**src/rtl/uart_pkg.sv**
```systemverilog
// ============================================================================
// Module   : uart_pkg
// Brief    : Shared types and constants for the UART receive controller.
// Revision : 1.0 - initial release
// ============================================================================
`default_nettype none

package uart_pkg;

   localparam int unsigned c_DEFAULT_CLKS_PER_BIT = 16;

   typedef enum logic [1:0] {
      IDLE  = 2'd0,
      START = 2'd1,
      DATA  = 2'd2,
      STOP  = 2'd3
   } rx_state_t;

endpackage : uart_pkg

`default_nettype wire

```
**src/rtl/uart_shifter.sv**
```systemverilog
// ============================================================================
// Module   : uart_shifter
// Brief    : 8-bit right shift register, serial input enters at the MSB.
// Revision : 1.0 - initial release
// ============================================================================
`default_nettype none

module uart_shifter (
   input  logic       clock,
   input  logic       resetN,
   input  logic       shift_en,
   input  logic       serial_bit,
   output logic [7:0] q
);

   logic [7:0] r_q;

   // LSB-first line: after eight shifts the first bit received sits in bit 0
   always_ff @(posedge clock or negedge resetN) begin
      if (!resetN) begin
         r_q <= 8'h00;
      end else if (shift_en) begin
         r_q <= {serial_bit, r_q[7:1]};
      end
   end

   assign q = r_q;

endmodule : uart_shifter

`default_nettype wire

```
**src/rtl/uart_rx_ctrl.sv**
```systemverilog
// ============================================================================
// Module   : uart_rx_ctrl
// Brief    : 8N1 UART receiver with holding register, ready/ack handshake,
//            framing-error pulse and sticky overrun flag.
// Revision : 1.0 - initial release
// ============================================================================
`default_nettype none

module uart_rx_ctrl
   import uart_pkg::*;
#(
   parameter int CLKS_PER_BIT = c_DEFAULT_CLKS_PER_BIT
) (
   input  logic       clock,
   input  logic       resetN,
   input  logic       serial_in,
   input  logic       rd_ack,
   output logic [7:0] data,
   output logic       data_rdy,
   output logic       frame_err,
   output logic       overrun,
   output logic       busy
);

   localparam int             c_CNT_W = $clog2(CLKS_PER_BIT);
   localparam logic [c_CNT_W-1:0] c_HALF  = c_CNT_W'(CLKS_PER_BIT / 2 - 1);
   localparam logic [c_CNT_W-1:0] c_FULL  = c_CNT_W'(CLKS_PER_BIT - 1);
   localparam logic [c_CNT_W-1:0] c_ONE   = c_CNT_W'(1);

   logic               r_sync1;
   logic               r_serial_s;
   rx_state_t          r_state;
   rx_state_t          w_state_nxt;
   logic [c_CNT_W-1:0] r_cnt;
   logic [c_CNT_W-1:0] w_cnt_nxt;
   logic [2:0]         r_bit_cnt;
   logic [2:0]         w_bit_cnt_nxt;
   logic               w_shift_en;
   logic               w_load;
   logic               w_frame_err;
   logic [7:0]         w_shift_q;
   logic [7:0]         r_data;
   logic               r_data_rdy;
   logic               r_frame_err;
   logic               r_overrun;

   // Two-flop synchronizer; resets to the idle (mark) level
   always_ff @(posedge clock or negedge resetN) begin
      if (!resetN) begin
         r_sync1    <= 1'b1;
         r_serial_s <= 1'b1;
      end else begin
         r_sync1    <= serial_in;
         r_serial_s <= r_sync1;
      end
   end

   always_ff @(posedge clock or negedge resetN) begin
      if (!resetN) begin
         r_state   <= IDLE;
         r_cnt     <= '0;
         r_bit_cnt <= 3'd0;
      end else begin
         r_state   <= w_state_nxt;
         r_cnt     <= w_cnt_nxt;
         r_bit_cnt <= w_bit_cnt_nxt;
      end
   end

   // Every state clears the counter at its terminal count, so it never wraps
   always_comb begin
      w_state_nxt   = r_state;
      w_cnt_nxt     = r_cnt + c_ONE;
      w_bit_cnt_nxt = r_bit_cnt;
      w_shift_en    = 1'b0;
      w_load        = 1'b0;
      w_frame_err   = 1'b0;
      case (r_state)
         IDLE: begin
            w_cnt_nxt     = '0;
            w_bit_cnt_nxt = 3'd0;
            if (!r_serial_s) begin
               w_state_nxt = START;
            end
         end
         START: begin
            if (r_cnt == c_HALF) begin
               w_cnt_nxt   = '0;
               w_state_nxt = r_serial_s ? IDLE : DATA;
            end
         end
         DATA: begin
            if (r_cnt == c_FULL) begin
               w_cnt_nxt     = '0;
               w_shift_en    = 1'b1;
               w_bit_cnt_nxt = r_bit_cnt + 3'd1;
               if (r_bit_cnt == 3'd7) begin
                  w_state_nxt = STOP;
               end
            end
         end
         STOP: begin
            if (r_cnt == c_FULL) begin
               w_cnt_nxt   = '0;
               w_state_nxt = IDLE;
               if (r_serial_s) begin
                  w_load = 1'b1;
               end else begin
                  w_frame_err = 1'b1;
               end
            end
         end
         default: begin
            w_state_nxt = IDLE;
            w_cnt_nxt   = '0;
         end
      endcase
   end

   uart_shifter u_shifter (
      .clock      (clock),
      .resetN     (resetN),
      .shift_en   (w_shift_en),
      .serial_bit (r_serial_s),
      .q          (w_shift_q)
   );

   // An ack landing on the load cycle consumes the old byte, so no overrun
   always_ff @(posedge clock or negedge resetN) begin
      if (!resetN) begin
         r_data      <= 8'h00;
         r_data_rdy  <= 1'b0;
         r_frame_err <= 1'b0;
         r_overrun   <= 1'b0;
      end else begin
         r_frame_err <= w_frame_err;
         if (w_load) begin
            r_data     <= w_shift_q;
            r_data_rdy <= 1'b1;
            if (r_data_rdy && !rd_ack) begin
               r_overrun <= 1'b1;
            end
         end else if (rd_ack && r_data_rdy) begin
            r_data_rdy <= 1'b0;
         end
      end
   end

   assign data      = r_data;
   assign data_rdy  = r_data_rdy;
   assign frame_err = r_frame_err;
   assign overrun   = r_overrun;
   assign busy      = (r_state != IDLE);

endmodule : uart_rx_ctrl

`default_nettype wire

```
**config.mk**
```make
export PLATFORM = sky130hd
export DESIGN_NAME = uart_rx_ctrl
export DESIGN_NICKNAME = d
export VERILOG_FILES = /design/src/rtl/uart_pkg.sv /design/src/rtl/uart_shifter.sv /design/src/rtl/uart_rx_ctrl.sv
export SDC_FILE = /design/constraint.sdc
export NUM_CORES = 1
export LEC_CHECK = 0
export ABC_CLOCK_PERIOD_IN_PS = 2600
export CELL_PAD_IN_SITES_DETAIL_PLACEMENT = 0
export CELL_PAD_IN_SITES_GLOBAL_PLACEMENT = 1
export CORE_AREA = 2 2 65 67
export CTS_CLUSTER_DIAMETER = 40
export CTS_CLUSTER_SIZE = 14
export DETAILED_ROUTE_END_ITERATION = 6
export DIE_AREA = 0 0 67 69
export PLACE_DENSITY_LB_ADDON = 0.12
export SLEW_MARGIN = 20
export SYNTH_ARGS = -nofsm -noshare
export SYNTH_HDL_FRONTEND = slang
export SYNTH_HIERARCHICAL = 1
export SYNTH_SLANG_ARGS = --single-unit
```
**constraint.sdc**
```tcl
create_clock -name clock -period 2.6 [get_ports clock]
set_clock_uncertainty 0.2 [all_clocks]
set_input_delay 0.26 -clock clock [delete_from_list [all_inputs] [get_ports clock]]
set_output_delay 0.26 -clock clock [all_outputs]
set_load 0.1 [all_outputs]
```
==> results.toml, run 1 <==
[status]
outcome = "finished clean"

[die]
die-area_um2 = 4620
die-width_um = 67
core-area_um2 = 3910
num_rows = 23
initial_core_util_pct = 33.9
fp.dieH_um = 69
num_io_pins = 16

[yosys]
ys_ff_latch = 30
synth_top_family_by_area = "multiplexers"
synthDistinctLibCells = 28
synth-simple-area-share_pct = 10.0
ys_seq_area_share_pct = 56.8
synth_cells = 89
syn-cell-area_um2 = 1330
synthMuxAreaShare_pct = 18.1
synth_area_per_cell_um2 = 14.9
synth_warnings = 6
synthAdderAreaFrac_pct = 2.83
syn_nets = 96
synth_xor_area_share_pct = 0.660
synth-compound-area-share_pct = 8.96

[final_layout]
layout-drive-gt1-share_pct = 41.4
nNetsFinal = 117
area_delta_synth_final_pct = 19.1
final_common_cell = "dfrtp_1"
diodes = 0
stdcell_count = 161
fill_cells = 381
mostFrequentLayoutCells = "28 x dfrtp_1, 16 x mux2_4, 14 x buf_4"

[worst_hold_path]
hold_class = "in -> async"

[place]
dp.cells = 153
gp_congestion = 0.764
port_buffers = 15
hpwl_um = 1510

[critical_path]
crit_fanout = 8
crit_chain = "ha_1 > and4b_1 > and2_1 > mux2_4"
cpPeakStageDelay_ns = 0.46
arrival_ns = 2.13
critPathLaunchType = "register"
crit_start = "r_cnt[0]$_DFF_PN0_"
cp_top_family = "simple AND/OR/NAND/NOR gates"
crit_type = "reg -> reg"
r2r-start = "r_cnt[0]$_DFF_PN0_"
required_ns = 2.56
critPathBufInv = 0
cp-end-kind = "register"
crit_slowest_cell = "and2_1"

[power]
power.switching_mw = 0.428
power_leakage_nw = 0.789
clkPwrFrac_pct = 28.3
irDropWorstVdd_mv = 0.402
cellInternalPower_mw = 0.819
pwr-share-comb_pct = 23.1
powerDensity_nw_per_um2 = 790
p_seq_share_pct = 48.5
netSwitchingFraction_pct = 34.3

[cts]
htreeDepth = 2
cts_root_buf = "clkbuf_8"
cts_resized = 0
cts_buffer_depth = 2
cts_buffers = 5
cts_tree = "built"
hold_buffers = 0
clk_pin_slew_ns = 0.07
clock-sinks = 30
clk_latency_ns = 0.27
postCtsSetupBuffers = 0

[run]
max_cap_viol_count = 0

[grt]
grtUsageTotal_pct = 11.2
grt_pass1_vias = 767
grt-ovfl-total = 0
antenna_found_initial = 0
grt_first_pass_wirelength_um = 3790
grt_max_degree = 31

[sta]
fin_crit_ns = 2.17
rsz0062_at_grt = "no"
tightest_slew_ns = 0.477
finalCritPeriodShare_pct = 83.4
slew_viol_final = 0
tns_ns = 0
final_hold_viol_count = 0
setup_violations = 0
max_freq_mhz = 461
slew_headroom_pct = 68.2

[routing]
routed_via_density = 4.73
routed_wl_um = 2210
wire_per_inst_um = 13.7
dr.pass1.iters = 4
vias = 761
route.antenna.remaining_nets = 0
drtIter0Drc = 32
drc_errors = 0
cells in the mapped netlist:
cell type | n | area share, %
buf_6 | 2 | 1.7
dfstp_2 | 2 | 4.0
mux2_4 | 16 | 18
nor2b_1 | 1 | 0.47
nor3_1 | 3 | 1.1
inv_1 | 2 | 0.57
nand2_1 | 3 | 0.85
buf_2 | 1 | 0.38
nand3_1 | 2 | 0.75
dfrtp_1 | 28 | 53
a31oi_1 | 3 | 1.4
a22o_1 | 4 | 2.6
a31o_2 | 1 | 0.66
nand3_2 | 1 | 0.75
xor2_1 | 1 | 0.66
and4b_1 | 1 | 0.75
nor2_8 | 1 | 1.5
or2b_1 | 1 | 0.57
a22o_2 | 1 | 0.75
o21ai_0 | 1 | 0.38
nand3_4 | 1 | 1.3
or2_2 | 1 | 0.47
and2_1 | 3 | 1.4
o22a_2 | 1 | 0.75
a311oi_1 | 1 | 0.66
ha_1 | 3 | 2.8
a21o_1 | 1 | 0.57
a21oi_1 | 3 | 1.1
power groups by stage:
| stage | registers, mW | clock network, mW | logic [mW] |
|---|---|---|---|
| 2_1_floorplan | 0.582 | 0 | 0.254 |
| 3_3_place_gp | 0.613 | 0 | 0.292 |
| 3_5_place_dp | 0.614 | 0 | 0.293 |
| 4_1_cts | 0.606 | 0.367 | 0.293 |
| 5_1_grt | 0.621 | 0.392 | 0.320 |
| 6_report | 0.606 | 0.353 | 0.289 |
through the flow:
stage / instance area [µm²] / utilization [%] / hold slack, ns / total power [mW] / worst slack, ns
after floorplan: 1330 / - / -0.236 / 0.836 / 0.762
after global placement: 1500 / 38.2 / 0.147 / 0.905 / 0.472
after detailed placement: 1500 / 38.2 / 0.150 / 0.907 / 0.423
after CTS: 1580 / 40.3 / 0.159 / 1.27 / 0.428
after global routing: 1580 / 40.3 / 0.167 / 1.33 / 0.332
final: 1580 / 40.3 / 0.159 / 1.25 / 0.431
state kept, by name (all words and copies together), names as in the netlist, 3 cells and up, named ones only:
name and count:
r_cnt 4, data 8, u_shifter/q 8, r_bit_cnt 3
cells by family (layout without fill, tap and decap cells):
group           Yosys count  after routing
buf+inv                   5             27
flops                    30             30
simple gates             18             18
fa+ha+maj                 3              3
mux                      16             16
compound gates           16             16
xor+xnor                  1              1
worst register-to-register path: cells and delay by family, from the launching register on:
| family | cells | cell delay (ns) |
|---|---|---|
| adders and majority gates | 1 | 0.32 |
| DFF | 1 | 0.39 |
| muxes | 1 | 0.34 |
| and+or+nand+nor | 2 | 0.80 |
path summary, 6_finish.rpt:
path | to | slack (ns) | cells past startpoint
setup / recovery | u_shifter/q[6]$_DFFE_PN0P_ | 0.43 | 4
hold / removal | u_shifter/q[0]$_DFFE_PN0P_ | 0.16 | 2
setup reg to reg | u_shifter/q[6]$_DFFE_PN0P_ | 0.43 | 4
hold reg to reg | r_serial_s$_DFF_PN1_ | 0.16 | 0
max in group asynchronous | r_sync1$_DFF_PN1_ | 1.72 | 2
min in group clock | r_serial_s$_DFF_PN1_ | 0.16 | 0
area by class of cell:
type                    count  area, µm²  area share [%]
flip-flops and latches     30        753            47.7
multi-input cells          54        538            34.1
repair buffers             17        135            8.56
clock buffers               6       72.6            4.60
well taps                  50       62.6            3.96
clock inverters             2       10.0           0.634
inverters                   2       7.51           0.475
per-layer routing:
layer	routed length [µm]	up-vias	track usage, %	share of wire (%)
met5	0	-	0	0
met4	31	0	4.08	1.4
met3	125	4	4.89	5.7
met2	975	20	16.3	44
met1	1080	372	14.6	49
li1	-	365	-	-
No activity file was read; power rests on OpenSTA's default activity.
==> run 2: changes to the inputs <==
--- a/config.mk
+++ b/config.mk
@@ -5,7 +5,7 @@
 export SDC_FILE = /design/constraint.sdc
 export NUM_CORES = 1
 export LEC_CHECK = 0
-export ABC_CLOCK_PERIOD_IN_PS = 2600
+export ABC_CLOCK_PERIOD_IN_PS = 2100
 export CELL_PAD_IN_SITES_DETAIL_PLACEMENT = 0
 export CELL_PAD_IN_SITES_GLOBAL_PLACEMENT = 1
 export CORE_AREA = 2 2 65 67
==> constraint.sdc (replaced) <==
create_clock -name clock -period 2.1 [get_ports clock]
set_clock_uncertainty 0.2 [all_clocks]
set_input_delay 0.21 -clock clock [delete_from_list [all_inputs] [get_ports clock]]
set_output_delay 0.21 -clock clock [all_outputs]
set_load 0.1 [all_outputs]
==> run 2 against run 1 <==
  * Combinational power up 61%
  * Sequential power up 17%
  * Critical path type unchanged
  * Sequential share of layout area down 2.7 points
  * Wire length up 4.3%
==> results.toml, run 2 (synthesized netlist as in run 1, its figures left out) <==
[sta]
setup_violations = 0
finalCritPeriodShare_pct = 88.1
rsz0062_at_grt = "no"
tns_ns = 0
max_freq_mhz = 540
slew_headroom_pct = 74.8
final_hold_viol_count = 0
tightest_slew_ns = 0.378
slew_viol_final = 0
fin_crit_ns = 1.85

[worst_hold_path]
hold_class = "in -> async"

[die]
die-width_um = 67
num_io_pins = 16
core-area_um2 = 3910
initial_core_util_pct = 33.9
fp.dieH_um = 69
num_rows = 23
die-area_um2 = 4620

[final_layout]
diodes = 0
area_delta_synth_final_pct = 26.3
fin_area_um2 = 1680
nNetsFinal = 120
mostFrequentLayoutCells = "28 x dfrtp_1, 16 x mux2_4, 16 x buf_4"
layout-drive-gt1-share_pct = 44.7
fill_cells = 387
final_common_cell = "dfrtp_1"

[cts]
cts_buffer_depth = 2
cts_buffers = 5
htreeDepth = 2
cts_tree = "built"
clk_latency_ns = 0.29
postCtsSetupBuffers = 0
clk_pin_slew_ns = 0.07
cts_root_buf = "clkbuf_8"
clock-sinks = 30

[power]
p_total_mw = 1.90
netSwitchingFraction_pct = 29.5
clkPwrFrac_pct = 38.3
pwr-share-comb_pct = 24.4
p_seq_share_pct = 37.3
powerDensity_nw_per_um2 = 1140
power.switching_mw = 0.561
power_leakage_nw = 0.837
irDropWorstVdd_mv = 0.719
cellInternalPower_mw = 1.34

[routing]
routed_via_density = 4.72
wire_per_inst_um = 14.0
routed_wl_um = 2300
dr.pass1.iters = 2
vias = 774
route.antenna.remaining_nets = 0
drc_errors = 0
drtIter0Drc = 31

[critical_path]
critPathLaunchType = "register"
r2r-start = "r_cnt[0]$_DFF_PN0_"
crit_type = "reg -> reg"
arrival_ns = 1.82
reg2reg_depth = 4
crit_fanout = 8
cp-end-kind = "register"
reg2reg_slack_ns = 0.25
required_ns = 2.07
r2r-end = "u_shifter/q[7]$_DFFE_PN0P_"

[grt]
antenna_found_initial = 0
grt_max_degree = 31
grt_first_pass_wirelength_um = 3930
grt-ovfl-total = 0
grtUsageTotal_pct = 11.9
grt_pass1_vias = 806

[run]
max_cap_viol_count = 0

[place]
gp_congestion = 0.740
place_area_um2 = 1530
port_buffers = 15
hpwl_um = 1540

[status]
outcome = "finished clean"
==> run 2: cell types whose count changed in the layout (fill, tap and decap cells not counted) <==
| cell | before | now |
|---|---|---|
| and2_1 | 3 | 2 |
| buf_4 | 14 | 16 |
| buf_12 | 0 | 1 |
| bufinv_16 | 0 | 2 |
| clkbuf_8 | 5 | 6 |
| and2_2 | 0 | 1 |
| clkbuf_1 | 1 | 0 |
| clkinv_2 | 2 | 0 |
==> run 2: timing repair <==
action	in CTS	in global routing
hold buffers	0	0
resized for setup	0	1
endpoints found under the setup margin	0	8
==> run 2: metal layers <==
| layer | vias to the layer above | track usage (%) | share of wire (%) |
|---|---|---|---|
| met3 | 9 | 4.57 | 5.1 |
| li1 | 370 | - | - |
| met1 | 376 | 15.7 | 50 |
| met5 | - | 0 | 0 |
| met2 | 19 | 15.0 | 42 |
| met4 | 0 | 9.52 | 3.6 |
==> run 2: layout make-up <==
class                           count  area [µm²]  share of cell area [%]
Sequential cell                    30         753                    45.0
Multi-Input combinational cell     54         539                    32.2
Timing Repair Buffer               20         170                    10.2
Clock buffer                        6        82.6                    4.93
Tap cell                           50        62.6                    3.73
Clock inverter                      2        60.1                    3.58
Inverter                            2        7.51                   0.448
==> run 2: how the worst max path moves through the flow <==
stage	endpoint	cells past startpoint	start	slack (ns)
after floorplan	u_shifter/q[0]$_DFFE_PN0P_	5	r_cnt[0]$_DFF_PN0_	0.26
after global placement	u_shifter/q[7]$_DFFE_PN0P_	4	r_cnt[0]$_DFF_PN0_	0.14
after detailed placement	u_shifter/q[2]$_DFFE_PN0P_	4	r_cnt[0]$_DFF_PN0_	0.11
after CTS	u_shifter/q[7]$_DFFE_PN0P_	4	r_cnt[0]$_DFF_PN0_	0.11
after global routing	u_shifter/q[2]$_DFFE_PN0P_	4	r_cnt[0]$_DFF_PN0_	0.15
final	u_shifter/q[7]$_DFFE_PN0P_	4	r_cnt[0]$_DFF_PN0_	0.25
==> run 2: power groups by stage <==
stage	registers (mW)	clock network, mW	logic (mW)
finish	0.710	0.730	0.465
global route	0.717	0.778	0.510
CTS	0.708	0.746	0.467
detailed placement	0.717	0	0.465
global placement	0.717	0	0.463
floorplan	0.720	0	0.315
==> run 2: per-stage QoR <==
step | cells | setup slack [ns] | utilization (%) | hold WS, ns
final | 164 | 0.249 | 42.8 | 0.109
after global routing | 164 | 0.147 | 42.8 | 0.127
after CTS | 164 | 0.106 | 42.8 | 0.114
after detailed placement | 156 | 0.113 | 39.1 | 0.147
after global placement | 156 | 0.143 | 39.1 | 0.146
after floorplan | 89 | 0.262 | - | -0.286
==> run 2: worst max-delay path, cell delays in order, from the launching register on <==
cell     delay [ns]
dfrtp_1        0.40
ha_1           0.18
and4b_1        0.29
and2_2         0.35
mux2_4         0.33
